[src/rtl/uart_tx_frame.sv]
// uart_tx_frame: byte-wide UART transmitter with its own full-bit baud counter.
// Frame: start bit, 8 data bits LSB first, optional parity, 1 or 2 stop bits.
// Handshake: tx_start is accepted only while tx_ready is high. tx_done pulses
// for one cycle, together with tx_ready rising, after the last stop bit.
module uart_tx_frame #(
  parameter int unsigned BPS_DIV   = 868,
  parameter int unsigned PARITY    = 0,
  parameter int unsigned STOP_BITS = 1
) (
  input  logic       clk,
  input  logic       rst,
  input  logic       tx_start,
  input  logic [7:0] tx_data,
  output logic       tx_ready,
  output logic       tx_done,
  output logic       tx
);

  // Parameter sanity, reported at elaboration in simulation.
  if (PARITY > 2) begin : g_bad_parity
    $error("uart_tx_frame: PARITY must be 0, 1 or 2");
  end
  if (STOP_BITS < 1 || STOP_BITS > 2) begin : g_bad_stop
    $error("uart_tx_frame: STOP_BITS must be 1 or 2");
  end
  if (BPS_DIV < 2 || BPS_DIV > 8191) begin : g_bad_div
    $error("uart_tx_frame: BPS_DIV must be in 2..8191");
  end

  typedef enum logic [2:0] {
    S_IDLE,
    S_START,
    S_DATA,
    S_PARITY,
    S_STOP
  } state_t;

  localparam logic [12:0] BAUD_LAST = 13'(BPS_DIV - 1);
  localparam logic        ODD_PAR   = (PARITY == 2);
  localparam logic        USE_PAR   = (PARITY != 0);
  localparam logic        LAST_STOP = (STOP_BITS == 2);

  state_t      state;
  logic [12:0] baud_cnt;
  logic [2:0]  bit_idx;
  logic [7:0]  shreg;
  logic        par_bit;
  logic        stop_idx;
  logic        baud_wrap;

  assign baud_wrap = (baud_cnt == BAUD_LAST);

  // Frame sequencer: the next bit value is loaded into tx on the wrap edge of
  // the current bit, so tx stays a registered output.
  always_ff @(posedge clk or posedge rst) begin
    if (rst) begin
      state    <= S_IDLE;
      tx       <= 1'b1;
      tx_ready <= 1'b1;
      tx_done  <= 1'b0;
      baud_cnt <= '0;
      bit_idx  <= '0;
      shreg    <= '0;
      par_bit  <= 1'b0;
      stop_idx <= 1'b0;
    end else begin
      tx_done <= 1'b0;
      if (state == S_IDLE || baud_wrap) begin
        baud_cnt <= '0;
      end else begin
        baud_cnt <= baud_cnt + 13'd1;
      end
      case (state)
        S_IDLE: begin
          if (tx_start) begin
            shreg    <= tx_data;
            par_bit  <= (^tx_data) ^ ODD_PAR;
            tx       <= 1'b0;
            tx_ready <= 1'b0;
            bit_idx  <= '0;
            stop_idx <= 1'b0;
            state    <= S_START;
          end
        end
        S_START: begin
          if (baud_wrap) begin
            tx    <= shreg[0];
            state <= S_DATA;
          end
        end
        S_DATA: begin
          if (baud_wrap) begin
            if (bit_idx == 3'd7) begin
              if (USE_PAR) begin
                tx    <= par_bit;
                state <= S_PARITY;
              end else begin
                tx    <= 1'b1;
                state <= S_STOP;
              end
            end else begin
              tx      <= shreg[1];
              shreg   <= {1'b0, shreg[7:1]};
              bit_idx <= bit_idx + 3'd1;
            end
          end
        end
        S_PARITY: begin
          if (baud_wrap) begin
            tx    <= 1'b1;
            state <= S_STOP;
          end
        end
        S_STOP: begin
          if (baud_wrap) begin
            if (stop_idx == LAST_STOP) begin
              tx_ready <= 1'b1;
              tx_done  <= 1'b1;
              state    <= S_IDLE;
            end else begin
              stop_idx <= 1'b1;
            end
          end
        end
        default: begin
          tx       <= 1'b1;
          tx_ready <= 1'b1;
          state    <= S_IDLE;
        end
      endcase
    end
  end

endmodule

[config.mk]
export PLATFORM = sky130hd
export DESIGN_NAME = uart_tx_frame
export DESIGN_NICKNAME = d
export VERILOG_FILES = /design/src/rtl/uart_tx_frame.sv
export SDC_FILE = /design/constraint.sdc
export NUM_CORES = 1
export LEC_CHECK = 0
export CAP_MARGIN = 20
export CORE_MARGIN = 2
export CORE_UTILIZATION = 40
export DETAILED_ROUTE_END_ITERATION = 10
export GPL_TIMING_DRIVEN = 0
export MAX_ROUTING_LAYER = met4
export PLACE_DENSITY = 0.65
export SLEW_MARGIN = 10
export SYNTH_ARGS = -nofsm -noshare
export SYNTH_HDL_FRONTEND = slang
export SYNTH_SLANG_ARGS = --single-unit
[constraint.sdc]
create_clock -name clk -period 5.6 [get_ports clk]
set_input_delay 1.12 -clock clk [delete_from_list [all_inputs] [get_ports clk]]
set_output_delay 1.12 -clock clk [all_outputs]
set_load 0.05 [all_outputs]
## After elaboration in Yosys (flattened, before gate mapping)

Index checks and enable logic that the tools add are counted.

| operators by class | value |
|---|---|
| shifts and indexed selects | 0 |
| $lt $le $gt $ge | 0 |
| equality and inequality tests | 14 |
| multipliers | 0 |
| add/sub/neg operators | 2 |
| reductions and logical operators | 10 |
| bitwise operators | 2 |
| div/mod/pow operators | 0 |
| multiplexer cells | 32 |

Operators by type and width:

| operator | count |
|---|---|
| $mux 3 | 10 |
| $mux 8 | 3 |
| $ne 2x2->1 const B | 8 |
| $pmux 8 s2 | 1 |
| $pmux 3 s5 | 1 |
| $add 13x1->13 const B | 1 |
| $eq 13x10->1 const B | 1 |
| $mux 13 | 1 |
| $mux 1 | 12 |
| $reduce_and 4->1 | 2 |
| $reduce_and 7->1 | 1 |
| $eq 3x2->1 const B | 2 |
| $eq 3x3->1 const B | 2 |
| $pmux 3 s2 | 1 |
| $pmux 1 s5 | 1 |
| $reduce_and 5->1 | 1 |
| $reduce_bool 2->1 | 2 |
| $add 3x1->3 const B | 1 |
| $eq 3x1->1 const B | 1 |
| $logic_not 3->1 | 1 |
| $pmux 1 s3 | 1 |
| $reduce_and 3->1 | 1 |
| $reduce_or 3->1 | 1 |
| $not 1->1 | 2 |
| other kinds (2) | 2 |

| storage, ports and cells | value |
|---|---|
| output and inout port bits | 3 |
| latch bits | 0 |
| flip-flop bits (word level) | 31 |
| bits in read-only memories | 0 |
| memory bits (writable) | 0 |
| memories kept | 0 |
| word-level logic and storage cells | 68 |
| bits of input ports | 11 |

## Logic depth before layout (Yosys ltp)

| logic depth | value |
|---|---|
| depth in word-level cells | 4 |
| gate-level depth with buffers | 6 |

## Worst setup path before layout

No wires, ideal clock.

| timing path | value |
|---|---|
| path type | input to register |
| from | in tx_start |
| to | reg shreg[0] |
| stages | 3 |
| required time | 5475 ps |
| buffers on the path | 0 |
| path slack | 3764 ps |
| arrival | 1711 ps |
| path through | nand3_1 -> nand2_4 -> mux2_4 |

| on the way | value |
|---|---|
| word-level cells in the longest chain between the ends | 2 |

RTL lines:

| item | RTL line | RTL |
|---|---|---|
| from (decl) | 12 | `input logic tx_start,` |
| $ne 2x2->1 (no source line) | - |  |
| $reduce_and 4->1 (no source line) | - |  |
| to (signal assigned) | 76 | `shreg <= tx_data;` |
| to (signal assigned) | 103 | `shreg <= {1'b0, shreg[7:1]};` |
| to (decl) | 46 | `logic [7:0] shreg;` |

Every way passes these cells.
A chain may end at the register's enable or synchronous reset.

## Worst setup path in the final report

| timing path | value |
|---|---|
| from | reg tx_ready |
| to | out tx_ready |

RTL lines:

| item | RTL line | RTL |
|---|---|---|
| from (decl) | 14 | `output logic tx_ready,` |
| from (signal assigned) | 59 | `tx_ready <= 1'b1;` |
| from (signal assigned) | 79 | `tx_ready <= 1'b0;` |
| from (signal assigned) | 117 | `tx_ready <= 1'b1;` |

No word-level cell between the ends.

==> metrics.yaml <==
crit_buf_inv: 1
cts_tree: "built"
vdd.ir_drop.worst_mv: 0.1345
cap_violations: 0
place_inst: 208
critPathLaunchType: "flip-flop"
fin_cells: 216
seq_area_frac_synth_pct: 47.66
dp_hpwl_mm: 2.181
ys.flop_type: "dfrtp_1"
status: "finished clean"
reg2reg_from: "bit_idx[0]$_DFFE_PP0P_"
yosysTopAreaCell: "dfrtp_1"
fin_crit_ns: 2.745
clockBufferDepth: 2
row_count: 22
tns_ns: 0
layout-drive-gt1-share_pct: 22.02
synth.distinct_cells: 37
switching_share_pct: 22.09
syn_avg_cell_area_um2: 10.82
hold_end: "baud_cnt[0]$_DFF_PP0_"
cts-root-buf: "clkbuf_8"
cts_buffers: 5
syn_nets: 160
synth_edf_count: 0
drt_iter0_drc: 42
synth-warning-count: 0
ios: 14
slew_violations: 0
min_from: "baud_cnt[0]$_DFF_PP0_"
antenna_found_initial: 0
ant_nets: 0
grt_start_max_net_pins: 19
grt_pass1_wl_mm: 5.161
fin_crit_sh_pct: 49.02
dp_slack_ns: 3.104
syn_area_um2: 1580
synth_area_leaders: "dfrtp_1 (44%), mux2_4 (6.7%), mux2_2 (5.0%), nor2_1 (5.0%), xnor2_1 (5.0%)"
yosys_register_bits: 30
met3WireLength_um: 79
cpMaxStageDelayCell: "clkdlybuf4s50_1"
postCtsHoldBufs: 0
crit_type: "reg2out"
synth_cells: 146
n_antenna_cell: 0
r2r_setup_slack_ns: 3.63
seq_power_share_pct: 54.2
r2r_cells: 6
portBuffers: 13
die_width_um: 66.86
initial_utilization_pct: 42.53
area_growth_pct: 18.21
max-slew-margin-rel_pct: 53.39
min_path_cells: 1
htree_levels: 2
crit_arrival_ns: 1.63
cp_top_family: "buffers and inverters"
max_freq_mhz: 364.3
clk_pin_slew_ns: 0.06
power-per-cell-area_nw_per_um2: 218.3
max_stage_delay_ns: 0.80
p_sw_w: 0.00009008
clkPwrFrac_pct: 41.0
via_per_inst: 5.134
setup_viol: 0
cp.required_ns: 4.48
combPwrFrac_pct: 4.9
wl_per_cell_um: 13.65
top_layer_used: "met4"
internal_power_w: 0.0003177
wl_mm: 2.948
fillers: 349
drtPass1Iterations: 4
cts_sinks: 30
async_reset_ff_share_pct: 100.0
rsz0062_at_grt: "false"
crit_path_end_kind: "output port"
hold_path_class: "reg2reg"
grt_pass1_vias: 1148
die_h_um: 66.86
clkLatencyLatePin_ns: 0.29
grt_overflow_total: 0
grtUsageTotal_pct: 16.42
post_cts_resized: 0
worst-path-max-fanout: 3
cp_num_cells: 1
final_nets: 181
worst_pin_slew_ns: 0.6983
core_um2: 3716
p_leak_nw: 0.7867
cts_setup_buffers: 0
routabilityCongestion: 0.7742
drc_errors: 0
synth_top_area_share_pct: 44.34
fp.dieArea_um2: 4470
met2WireLength_mm: 1.520
crit_chain: "clkdlybuf4s50_1"
hold_viol_final: 0
r2r-end: "shreg[6]$_DFFE_PP0P_"
hold_ws_ns: 0.4863
skew_ns: 0.01097
setup_slack_ns: 2.855
met1_length_mm: 1.282
vias: 1109
state kept, by name, indices dropped and copies added (netlist names):
signal	count
bit_idx	3
shreg	8
tx_ready	1
tx	1
state	3
baud_cnt	13
tx_done	1
layout make-up:
cell class,instances,area (µm²),share of cell area [%]
repair buffers,14,145.1,7.770
clock buffers,6,72.57,3.885
multi-input cells,100,749.5,40.12
clock inverters,2,10.01,0.5358
well taps,48,60.06,3.215
inverters,11,41.29,2.210
plain buffers,5,36.28,1.942
flip-flops and latches,30,753.2,40.32
cells in the mapped netlist, drive strengths merged (3+ instances only):
master / number
nand2: 10
nor3: 4
ha: 3
mux2: 14
buf: 5
nor4: 4
nor2: 21
inv: 11
a21oi: 5
xnor2: 9
o21ai: 3
dfrtp: 28
nand3: 8
metal layers:
metal,up-vias,track usage [%]
met5,-,-
met3,8,4.561
met4,0,8.418
met1,541,18.44
li1,543,-
met2,17,26.75
per-stage QoR:
step,cell area (µm²),utilization (%),total power [W]
floorplan,1580,-,0.0002340
global placement,1770,47.64,0.0002428
detailed placement,1785,48.05,0.0002450
CTS,1868,50.27,0.0004136
global route,1868,50.27,0.0004249
finish,1868,50.27,0.0004078
kinds of logic after synthesis:
| logic type | Yosys count | share of synthesized area, % |
|---|---|---|
| buf+inv | 16 | 4.909 |
| flops | 30 | 47.66 |
| mux | 16 | 12.91 |
| simple gates | 56 | 19.87 |
| compound gates | 14 | 6.176 |
| fa+ha+maj | 3 | 2.376 |
| xor+xnor | 11 | 6.097 |
worst reg2reg max path: cells and delay by family, from the launching register on:
family,cells,cell delay (ns)
adders and majority gates,2,0.45
muxes,1,0.33
DFF,1,0.41
and+or+nand+nor,3,0.68
how the worst max path moves through the flow:
stage	end	from	slack [ns]
finish	tx_ready	tx_ready$_DFFE_PP1P_	2.85
global route	tx_ready	tx_ready$_DFFE_PP1P_	2.79
CTS	tx_ready	tx_ready$_DFFE_PP1P_	2.84
detailed placement	shreg[6]$_DFFE_PP0P_	tx_start	3.10
global placement	state[0]$_DFFE_PP0P_	rst	3.13
floorplan	shreg[0]$_DFFE_PP0P_	tx_start	3.76
placed cells by master (no fill, tap or decap), types with 3 or more instances in the layout:
master / netlist / routed
dfrtp_1: 28 / 28
nor2_1: 21 / 21
clkdlybuf4s50_1: 0 / 13
inv_1: 11 / 11
nand2_1: 9 / 9
xnor2_1: 9 / 9
nand3_1: 7 / 7
mux2_2: 7 / 7
mux2_4: 7 / 7
a21oi_1: 5 / 5
clkbuf_8: 0 / 5
nor3_1: 4 / 4
nor4_1: 3 / 3
ha_1: 3 / 3
power groups by stage:
stage                 logic, W  clock network [W]  registers [W]
floorplan           0.00000968                  0       0.000224
global placement     0.0000181                  0       0.000225
detailed placement   0.0000202                  0       0.000225
CTS                  0.0000204           0.000172       0.000221
global route         0.0000217           0.000182       0.000221
finish               0.0000198           0.000167       0.000221
Note: power is estimated with default switching activity, not from simulation.
